File: config.mk
export PLATFORM = sky130hd
export DESIGN_NAME = axi_reg_master_flat
export DESIGN_NICKNAME = d
export VERILOG_FILES = /design/src/rtl/axi_pkg.sv /design/src/rtl/axi_ifc.sv /design/src/rtl/axi_reg_master.sv /design/src/flat_wrapper.sv
export SDC_FILE = /design/constraint.sdc
export NUM_CORES = 1
export LEC_CHECK = 0
export CORE_MARGIN = 1.5
export CORE_UTILIZATION = 36
export DETAILED_ROUTE_END_ITERATION = 7
export PLACE_DENSITY = 0.81
export SETUP_SLACK_MARGIN = 0.3
export SLEW_MARGIN = 20
export SYNTH_ARGS = -nofsm -noshare
export SYNTH_HDL_FRONTEND = slang
export SYNTH_SLANG_ARGS = --single-unit
File: constraint.sdc
create_clock -name clk -period 1.8 [get_ports clk]
set_input_delay 0.36 -clock clk [delete_from_list [all_inputs] [get_ports clk]]
set_output_delay 0.36 -clock clk [all_outputs]
set_load 0.05 [all_outputs]
File: src/rtl/axi_pkg.sv
// -----------------------------------------------------------------------------
// axi_pkg
// Shared definitions for the register-access AXI initiator:
//   - reg_state_e : controller state encoding
//   - RESP_*      : AXI response codes carried on bresp/rresp
//   - AXI_SIZE_4B : burst size code for a 32-bit beat
//   - resp_is_err : any response other than OKAY is reported as an error
// -----------------------------------------------------------------------------
package axi_pkg;

  typedef enum logic [2:0] {
    IDLE,
    WR_AW_W,
    WR_B,
    RD_AR,
    RD_R,
    RSP
  } reg_state_e;

  localparam logic [1:0] RESP_OKAY   = 2'd0;
  localparam logic [1:0] RESP_EXOKAY = 2'd1;
  localparam logic [1:0] RESP_SLVERR = 2'd2;
  localparam logic [1:0] RESP_DECERR = 2'd3;

  localparam logic [2:0] AXI_SIZE_4B = 3'b010;

  function automatic logic resp_is_err(input logic [1:0] resp);
    return resp != RESP_OKAY;
  endfunction

endpackage

File: src/rtl/axi_ifc.sv
// -----------------------------------------------------------------------------
// axi_ifc
// Single-beat AXI4 subset with 32-bit address and data.
//   master modport : drives aw*/w*/ar* payload and valids, bready, rready
//   slave  modport : drives awready, wready, bresp/bvalid, arready,
//                    rdata/rresp/rvalid
// -----------------------------------------------------------------------------
interface axi_ifc;

  // write address
  logic [31:0] awaddr;
  logic [7:0]  awlen;
  logic [2:0]  awsize;
  logic        awvalid;
  logic        awready;
  // write data
  logic [31:0] wdata;
  logic [3:0]  wstrb;
  logic        wlast;
  logic        wvalid;
  logic        wready;
  // write response
  logic [1:0]  bresp;
  logic        bvalid;
  logic        bready;
  // read address
  logic [31:0] araddr;
  logic [7:0]  arlen;
  logic [2:0]  arsize;
  logic        arvalid;
  logic        arready;
  // read data
  logic [31:0] rdata;
  logic [1:0]  rresp;
  logic        rvalid;
  logic        rready;

  modport master (
    output awaddr, awlen, awsize, awvalid,
    input  awready,
    output wdata, wstrb, wlast, wvalid,
    input  wready,
    input  bresp, bvalid,
    output bready,
    output araddr, arlen, arsize, arvalid,
    input  arready,
    input  rdata, rresp, rvalid,
    output rready
  );

  modport slave (
    input  awaddr, awlen, awsize, awvalid,
    output awready,
    input  wdata, wstrb, wlast, wvalid,
    output wready,
    output bresp, bvalid,
    input  bready,
    input  araddr, arlen, arsize, arvalid,
    output arready,
    output rdata, rresp, rvalid,
    input  rready
  );

endinterface

File: src/rtl/axi_reg_master.sv
// -----------------------------------------------------------------------------
// axi_reg_master
// Turns a simple register command (index, read/write, data) into exactly one
// single-beat AXI transaction and returns the result as a response beat.
// Only one transaction is ever outstanding.
//
// Parameters
//   R_ADDR_WIDTH : width of the register index
//   BASE_ADDR    : byte address of register 0; register n is at BASE_ADDR+4n
// Ports
//   clk, rstn    : clock and synchronous active-low reset
//   m            : AXI initiator port
//   i_cmd_*      : command channel (valid/ready), o_cmd_ready high only in IDLE
//   o_rsp_*      : response channel (valid/ready); rdata is 0 for writes,
//                  resp is the captured bresp/rresp, err flags resp != OKAY
// -----------------------------------------------------------------------------
module axi_reg_master
  import axi_pkg::*;
#(
  parameter int unsigned R_ADDR_WIDTH = 2,
  parameter logic [31:0] BASE_ADDR    = 32'h0
) (
  input  logic                    clk,
  input  logic                    rstn,
  axi_ifc.master                  m,
  input  logic                    i_cmd_valid,
  output logic                    o_cmd_ready,
  input  logic                    i_cmd_write,
  input  logic [R_ADDR_WIDTH-1:0] i_cmd_reg,
  input  logic [31:0]             i_cmd_wdata,
  output logic                    o_rsp_valid,
  input  logic                    i_rsp_ready,
  output logic [31:0]             o_rsp_rdata,
  output logic [1:0]              o_rsp_resp,
  output logic                    o_rsp_err
);

  reg_state_e state;

  function automatic logic [31:0] reg_addr(input logic [R_ADDR_WIDTH-1:0] idx);
    return BASE_ADDR + 32'({idx, 2'b00});
  endfunction

  // Every access is one full-width beat.
  assign m.awlen  = 8'd0;
  assign m.awsize = AXI_SIZE_4B;
  assign m.wstrb  = 4'hF;
  assign m.wlast  = 1'b1;
  assign m.arlen  = 8'd0;
  assign m.arsize = AXI_SIZE_4B;

  // NOTE: synchronous reset -- rstn is only looked at on the rising clock
  // edge, so it is not in the sensitivity list.
  always_ff @(posedge clk) begin
    if (!rstn) begin
      state       <= IDLE;
      o_cmd_ready <= 1'b0;
      o_rsp_valid <= 1'b0;
      o_rsp_rdata <= '0;
      o_rsp_resp  <= RESP_OKAY;
      o_rsp_err   <= 1'b0;
      m.awaddr    <= '0;
      m.awvalid   <= 1'b0;
      m.wdata     <= '0;
      m.wvalid    <= 1'b0;
      m.bready    <= 1'b0;
      m.araddr    <= '0;
      m.arvalid   <= 1'b0;
      m.rready    <= 1'b0;
    end else begin
      // NOTE: non-blocking assignments throughout -- every branch reads the
      // pre-edge values of the valids, so the two write handshakes can be
      // evaluated independently in the same cycle.
      unique case (state)
        IDLE: begin
          if (i_cmd_valid && o_cmd_ready) begin
            o_cmd_ready <= 1'b0;
            if (i_cmd_write) begin
              m.awaddr  <= reg_addr(i_cmd_reg);
              m.wdata   <= i_cmd_wdata;
              m.awvalid <= 1'b1;
              m.wvalid  <= 1'b1;
              state     <= WR_AW_W;
            end else begin
              m.araddr  <= reg_addr(i_cmd_reg);
              m.arvalid <= 1'b1;
              state     <= RD_AR;
            end
          end else begin
            o_cmd_ready <= 1'b1;
          end
        end

        WR_AW_W: begin
          // Each channel retires on its own handshake; the state moves on
          // once neither channel still has a pending valid.
          if (m.awvalid && m.awready) m.awvalid <= 1'b0;
          if (m.wvalid && m.wready)   m.wvalid  <= 1'b0;
          if ((!m.awvalid || m.awready) && (!m.wvalid || m.wready)) begin
            m.bready <= 1'b1;
            state    <= WR_B;
          end
        end

        WR_B: begin
          if (m.bvalid) begin
            m.bready    <= 1'b0;
            o_rsp_valid <= 1'b1;
            o_rsp_rdata <= '0;
            o_rsp_resp  <= m.bresp;
            o_rsp_err   <= resp_is_err(m.bresp);
            state       <= RSP;
          end
        end

        RD_AR: begin
          if (m.arready) begin
            m.arvalid <= 1'b0;
            m.rready  <= 1'b1;
            state     <= RD_R;
          end
        end

        RD_R: begin
          // rlast is not needed: every read is a single beat.
          if (m.rvalid) begin
            m.rready    <= 1'b0;
            o_rsp_valid <= 1'b1;
            o_rsp_rdata <= m.rdata;
            o_rsp_resp  <= m.rresp;
            o_rsp_err   <= resp_is_err(m.rresp);
            state       <= RSP;
          end
        end

        RSP: begin
          if (i_rsp_ready) begin
            o_rsp_valid <= 1'b0;
            o_cmd_ready <= 1'b1;
            state       <= IDLE;
          end
        end

        default: state <= IDLE;
      endcase
    end
  end

endmodule

File: src/flat_wrapper.sv
// flat-port wrapper written by rule: the top's interface ports become plain ports
module axi_reg_master_flat import axi_pkg::*;
#(
  parameter int unsigned R_ADDR_WIDTH = 2,
  parameter logic [31:0] BASE_ADDR    = 32'h0
)
  (clk, rstn, i_cmd_valid, o_cmd_ready, i_cmd_write, i_cmd_reg, i_cmd_wdata, o_rsp_valid, i_rsp_ready, o_rsp_rdata, o_rsp_resp, o_rsp_err, m_awaddr, m_awlen, m_awsize, m_awvalid, m_awready, m_wdata, m_wstrb, m_wlast, m_wvalid, m_wready, m_bresp, m_bvalid, m_bready, m_araddr, m_arlen, m_arsize, m_arvalid, m_arready, m_rdata, m_rresp, m_rvalid, m_rready);
  axi_ifc m_i ();
  input  logic clk;
  input  logic rstn;
  input  logic i_cmd_valid;
  output logic o_cmd_ready;
  input  logic i_cmd_write;
  input  logic [R_ADDR_WIDTH-1:0] i_cmd_reg;
  input  logic [31:0] i_cmd_wdata;
  output logic o_rsp_valid;
  input  logic i_rsp_ready;
  output logic [31:0] o_rsp_rdata;
  output logic [1:0] o_rsp_resp;
  output logic o_rsp_err;
  output wire logic [$bits(m_i.awaddr)-1:0] m_awaddr;
  output wire logic [$bits(m_i.awlen)-1:0] m_awlen;
  output wire logic [$bits(m_i.awsize)-1:0] m_awsize;
  output wire logic [$bits(m_i.awvalid)-1:0] m_awvalid;
  input wire logic [$bits(m_i.awready)-1:0] m_awready;
  output wire logic [$bits(m_i.wdata)-1:0] m_wdata;
  output wire logic [$bits(m_i.wstrb)-1:0] m_wstrb;
  output wire logic [$bits(m_i.wlast)-1:0] m_wlast;
  output wire logic [$bits(m_i.wvalid)-1:0] m_wvalid;
  input wire logic [$bits(m_i.wready)-1:0] m_wready;
  input wire logic [$bits(m_i.bresp)-1:0] m_bresp;
  input wire logic [$bits(m_i.bvalid)-1:0] m_bvalid;
  output wire logic [$bits(m_i.bready)-1:0] m_bready;
  output wire logic [$bits(m_i.araddr)-1:0] m_araddr;
  output wire logic [$bits(m_i.arlen)-1:0] m_arlen;
  output wire logic [$bits(m_i.arsize)-1:0] m_arsize;
  output wire logic [$bits(m_i.arvalid)-1:0] m_arvalid;
  input wire logic [$bits(m_i.arready)-1:0] m_arready;
  input wire logic [$bits(m_i.rdata)-1:0] m_rdata;
  input wire logic [$bits(m_i.rresp)-1:0] m_rresp;
  input wire logic [$bits(m_i.rvalid)-1:0] m_rvalid;
  output wire logic [$bits(m_i.rready)-1:0] m_rready;
  assign m_awaddr = m_i.awaddr;
  assign m_awlen = m_i.awlen;
  assign m_awsize = m_i.awsize;
  assign m_awvalid = m_i.awvalid;
  assign m_i.awready = m_awready;
  assign m_wdata = m_i.wdata;
  assign m_wstrb = m_i.wstrb;
  assign m_wlast = m_i.wlast;
  assign m_wvalid = m_i.wvalid;
  assign m_i.wready = m_wready;
  assign m_i.bresp = m_bresp;
  assign m_i.bvalid = m_bvalid;
  assign m_bready = m_i.bready;
  assign m_araddr = m_i.araddr;
  assign m_arlen = m_i.arlen;
  assign m_arsize = m_i.arsize;
  assign m_arvalid = m_i.arvalid;
  assign m_i.arready = m_arready;
  assign m_i.rdata = m_rdata;
  assign m_i.rresp = m_rresp;
  assign m_i.rvalid = m_rvalid;
  assign m_rready = m_i.rready;
  axi_reg_master #(.R_ADDR_WIDTH(R_ADDR_WIDTH), .BASE_ADDR(BASE_ADDR)) u_core (.clk(clk), .rstn(rstn), .m(m_i), .i_cmd_valid(i_cmd_valid), .o_cmd_ready(o_cmd_ready), .i_cmd_write(i_cmd_write), .i_cmd_reg(i_cmd_reg), .i_cmd_wdata(i_cmd_wdata), .o_rsp_valid(o_rsp_valid), .i_rsp_ready(i_rsp_ready), .o_rsp_rdata(o_rsp_rdata), .o_rsp_resp(o_rsp_resp), .o_rsp_err(o_rsp_err));
endmodule
==> metrics <==
pwr dens 1110 mW/mm^2; global route total overflow 0; Final ANT Viol Nets 0; initial antenna violation count 0; total wire length between 10000 and 15000 um; largest net degree at the start of global routing 49; die area around 0.011 mm^2; Synthesis Warnings 0; CP top delay family buffers and inverters; fillers 873; routability cong. 0.837; slowest CP cell dfxtp_4; register area share after synthesis 44.1%; global-route wire length before repair 15100 um; synthesized cell area around 0.0037 mm^2; number of remaining DRC errors 0; final hold viol count 0; Port Buffers 157; post-route clock period utilization 82.4%; Yosys top cell area share 44.1%; crit path kind reg2reg; die height 104 um; Worst Reg-to-Reg Cells 8; worst-path maximum fanout 4; Worst Clk Skew 0.0108 ns; Hold Path End u_core.m.arvalid$_SDFFE_PN0P_; Placement Setup Slack -0.149 ns; Vias/cell 4.54; Critical Path End Type register; CP Buf/Inv Count 4; FP Rows 36; Critical Path Most Common Cell buf_6; flop2flop setup slack around 0.32 ns; CP peak stage delay 0.36 ns; Die Wd 104 um; First DRT Iteration DRCs 113; start of the worst register-to-register path u_core.state[0]$_SDFFE_PN0P_; TritonCTS buffer count 9; worst setup path startpoint u_core.state[0]$_SDFFE_PN0P_; H-tree depth 3; CTS sink count slightly above 80; met2 usage 30.9%; top cells by area, synth dfxtp_1, buf_4, nand2_1; vias in the first global route 3138; wire per inst 13.7 um; Layout area overhead 46.3%; GRT Max-Usage Layer met2; Max rail drop VDD between 0.0003 and 0.0004 V; syn avg cell area 8.43 um^2; CTS tree done; detailed-route via count 3355; startpoint types register; max_cap viols 0; Top FF cell, synth dfxtp_1; FMAX 674 MHz; outcome complete, no violations; fin cells 739; Seq cells post-synth 81; Unique masters post-synth 37; met1 usage 18.3%; nets 681; worst path arrival time roughly 1.8 ns; Leakage 2.31 nW; HP Start i_cmd_write; Total GRT Usage 17.3%; Crit Reg-Reg Endpoint u_core.m.wdata[27]$_SDFFE_PN0P_; layout cells sized above 1 between 20% and 30%; Ports 245; cell taking the most area after synthesis dfxtp_1; clk_lat worst skew 0.35 ns; worst hold path type in2reg; Max clock buf depth 2; hpwl dp 7030 um; Post-Synthesis Cells between 400 and 500; PnR worst setup slack 0.316 ns; Pins Over Slew Limit 0; initial core utilization 37.4%; fraction of registers with async set or reset after synthesis 0%; Post-Place Cells 711; Worst-path clk slew 0.09 ns; final setup fails 0; min Tclk post-route ~1.5 ns; iteration count of the initial detailed-routing pass 4; number of synthesized flops with an enable pin 0; total core area 0.00982 mm^2; worst endpoint required time between 2 and 2.5 ns; RSZ-0062 raised after global routing yes; worst hold stages 3; most common cell in the synthesized netlist buf_4; # diodes 0; Global Route met3 Usage 5.76%; Cell Chain, Critical Path nand2b_4, buf_6, nor4_4, buf_6, buf_12, clkbuf_16, nand2_1, a21oi_1; top post-synthesis cells by count buf_4, dfxtp_1, nand2_1; Root Driver clkbuf_8; cts hold-fix bufs 0
[stage by stage]
stage	total power [mW]	util [%]	setup TNS [ns]	cell area, um^2	hold WS [ns]
floorplan	3.85	-	0	4000	0.456
global placement	4.33	50.2	-4.24	4930	0.442
detailed placement	4.37	50.2	-5.01	4930	0.449
CTS	5.83	52.8	0	5180	0.463
global route	6.23	54.7	0	5380	0.461
finish	5.95	54.7	0	5380	0.452
[registers in the layout, summed over array words and instances (netlist names)]
register            count
u_core.m.rready         1
u_core.m.arvalid        1
u_core.o_cmd_ready      1
u_core.m.awaddr         2
u_core.state            3
u_core.o_rsp_rdata     32
u_core.o_rsp_valid      1
u_core.m.awvalid        1
u_core.o_rsp_err        1
u_core.m.wdata         32
u_core.o_rsp_resp       2
u_core.m.wvalid         1
u_core.m.araddr         2
u_core.m.bready         1
[layout make-up]
cell class | instances | area, um^2 | share of cell area, %
Inverter | 7 | 26.3 | 0.489
Clock inverter | 6 | 72.6 | 1.35
Tap cell | 133 | 166 | 3.10
Multi-Input combinational cell | 319 | 1580 | 29.4
Sequential cell | 81 | 1640 | 30.4
Timing Repair Buffer | 183 | 1760 | 32.7
Clock buffer | 10 | 138 | 2.56
[metal layers]
layer  wire (um)  part of all wire, %
met5           0                    0
met4         218                  2.1
met3         869                  8.6
met2        5230                   52
met1        3840                   38
[layout by cell type, fill, tap and decap left out, drive strengths merged, types with 10 or more instances in the layout]
master / n
dfxtp: 81
clkbuf: 14
buf: 100
conb: 87
nand2: 78
clkdlybuf4s50: 77
a22oi: 33
a21oi: 42
inv: 10
nor2: 41
[cell families after synthesis]
| group | count (synthesis) | share of synthesized area, % |
|---|---|---|
| AOI/OAI and AO/OA | 90 | 15.7 |
| buffers and inverters | 121 | 22.3 |
| DFF | 81 | 44.1 |
| muxes | 6 | 1.67 |
| other | 2 | 0.204 |
| and+or+nand+nor | 136 | 16.0 |
[worst reg2reg max path, cell delays in order, from the launching register on]
cell and delay, ns:
dfxtp_4 0.36, nand2b_4 0.14, buf_6 0.12, nor4_4 0.22, buf_6 0.15, buf_12 0.12
clkbuf_16 0.14, nand2_1 0.05, a21oi_1 0.12
[what timing repair did]
item,4_1_cts,5_1_grt
buffers inserted,1,4
resized for setup,3,16
pin swaps,1,6
gates cloned,1,6
hold endpoints to repair,0,0
endpoints found under the setup margin,73,76
[where the power goes]
part	leakage (nW)	total [mW]	switching, mW	internal (mW)
registers	0.658	2.12	0.136	1.99
clock network	0.104	1.39	0.696	0.696
logic	1.55	2.43	1.60	0.835
total	2.31	5.95	2.43	3.52
[worst max-delay path by stage]
stage / depth (start not counted) / slack (ns) / end
after floorplan: 6 / 0.32 / u_core.m.awaddr[2]$_SDFFE_PN0P_
after global placement: 6 / -0.13 / u_core.m.awaddr[2]$_SDFFE_PN0P_
after detailed placement: 6 / -0.15 / u_core.m.wdata[22]$_SDFFE_PN0P_
after CTS: 8 / 0.24 / u_core.m.wdata[8]$_SDFFE_PN0P_
after global routing: 8 / 0.25 / u_core.m.wdata[27]$_SDFFE_PN0P_
final: 8 / 0.32 / u_core.m.wdata[27]$_SDFFE_PN0P_
Note: power is estimated with default switching activity, not from simulation.
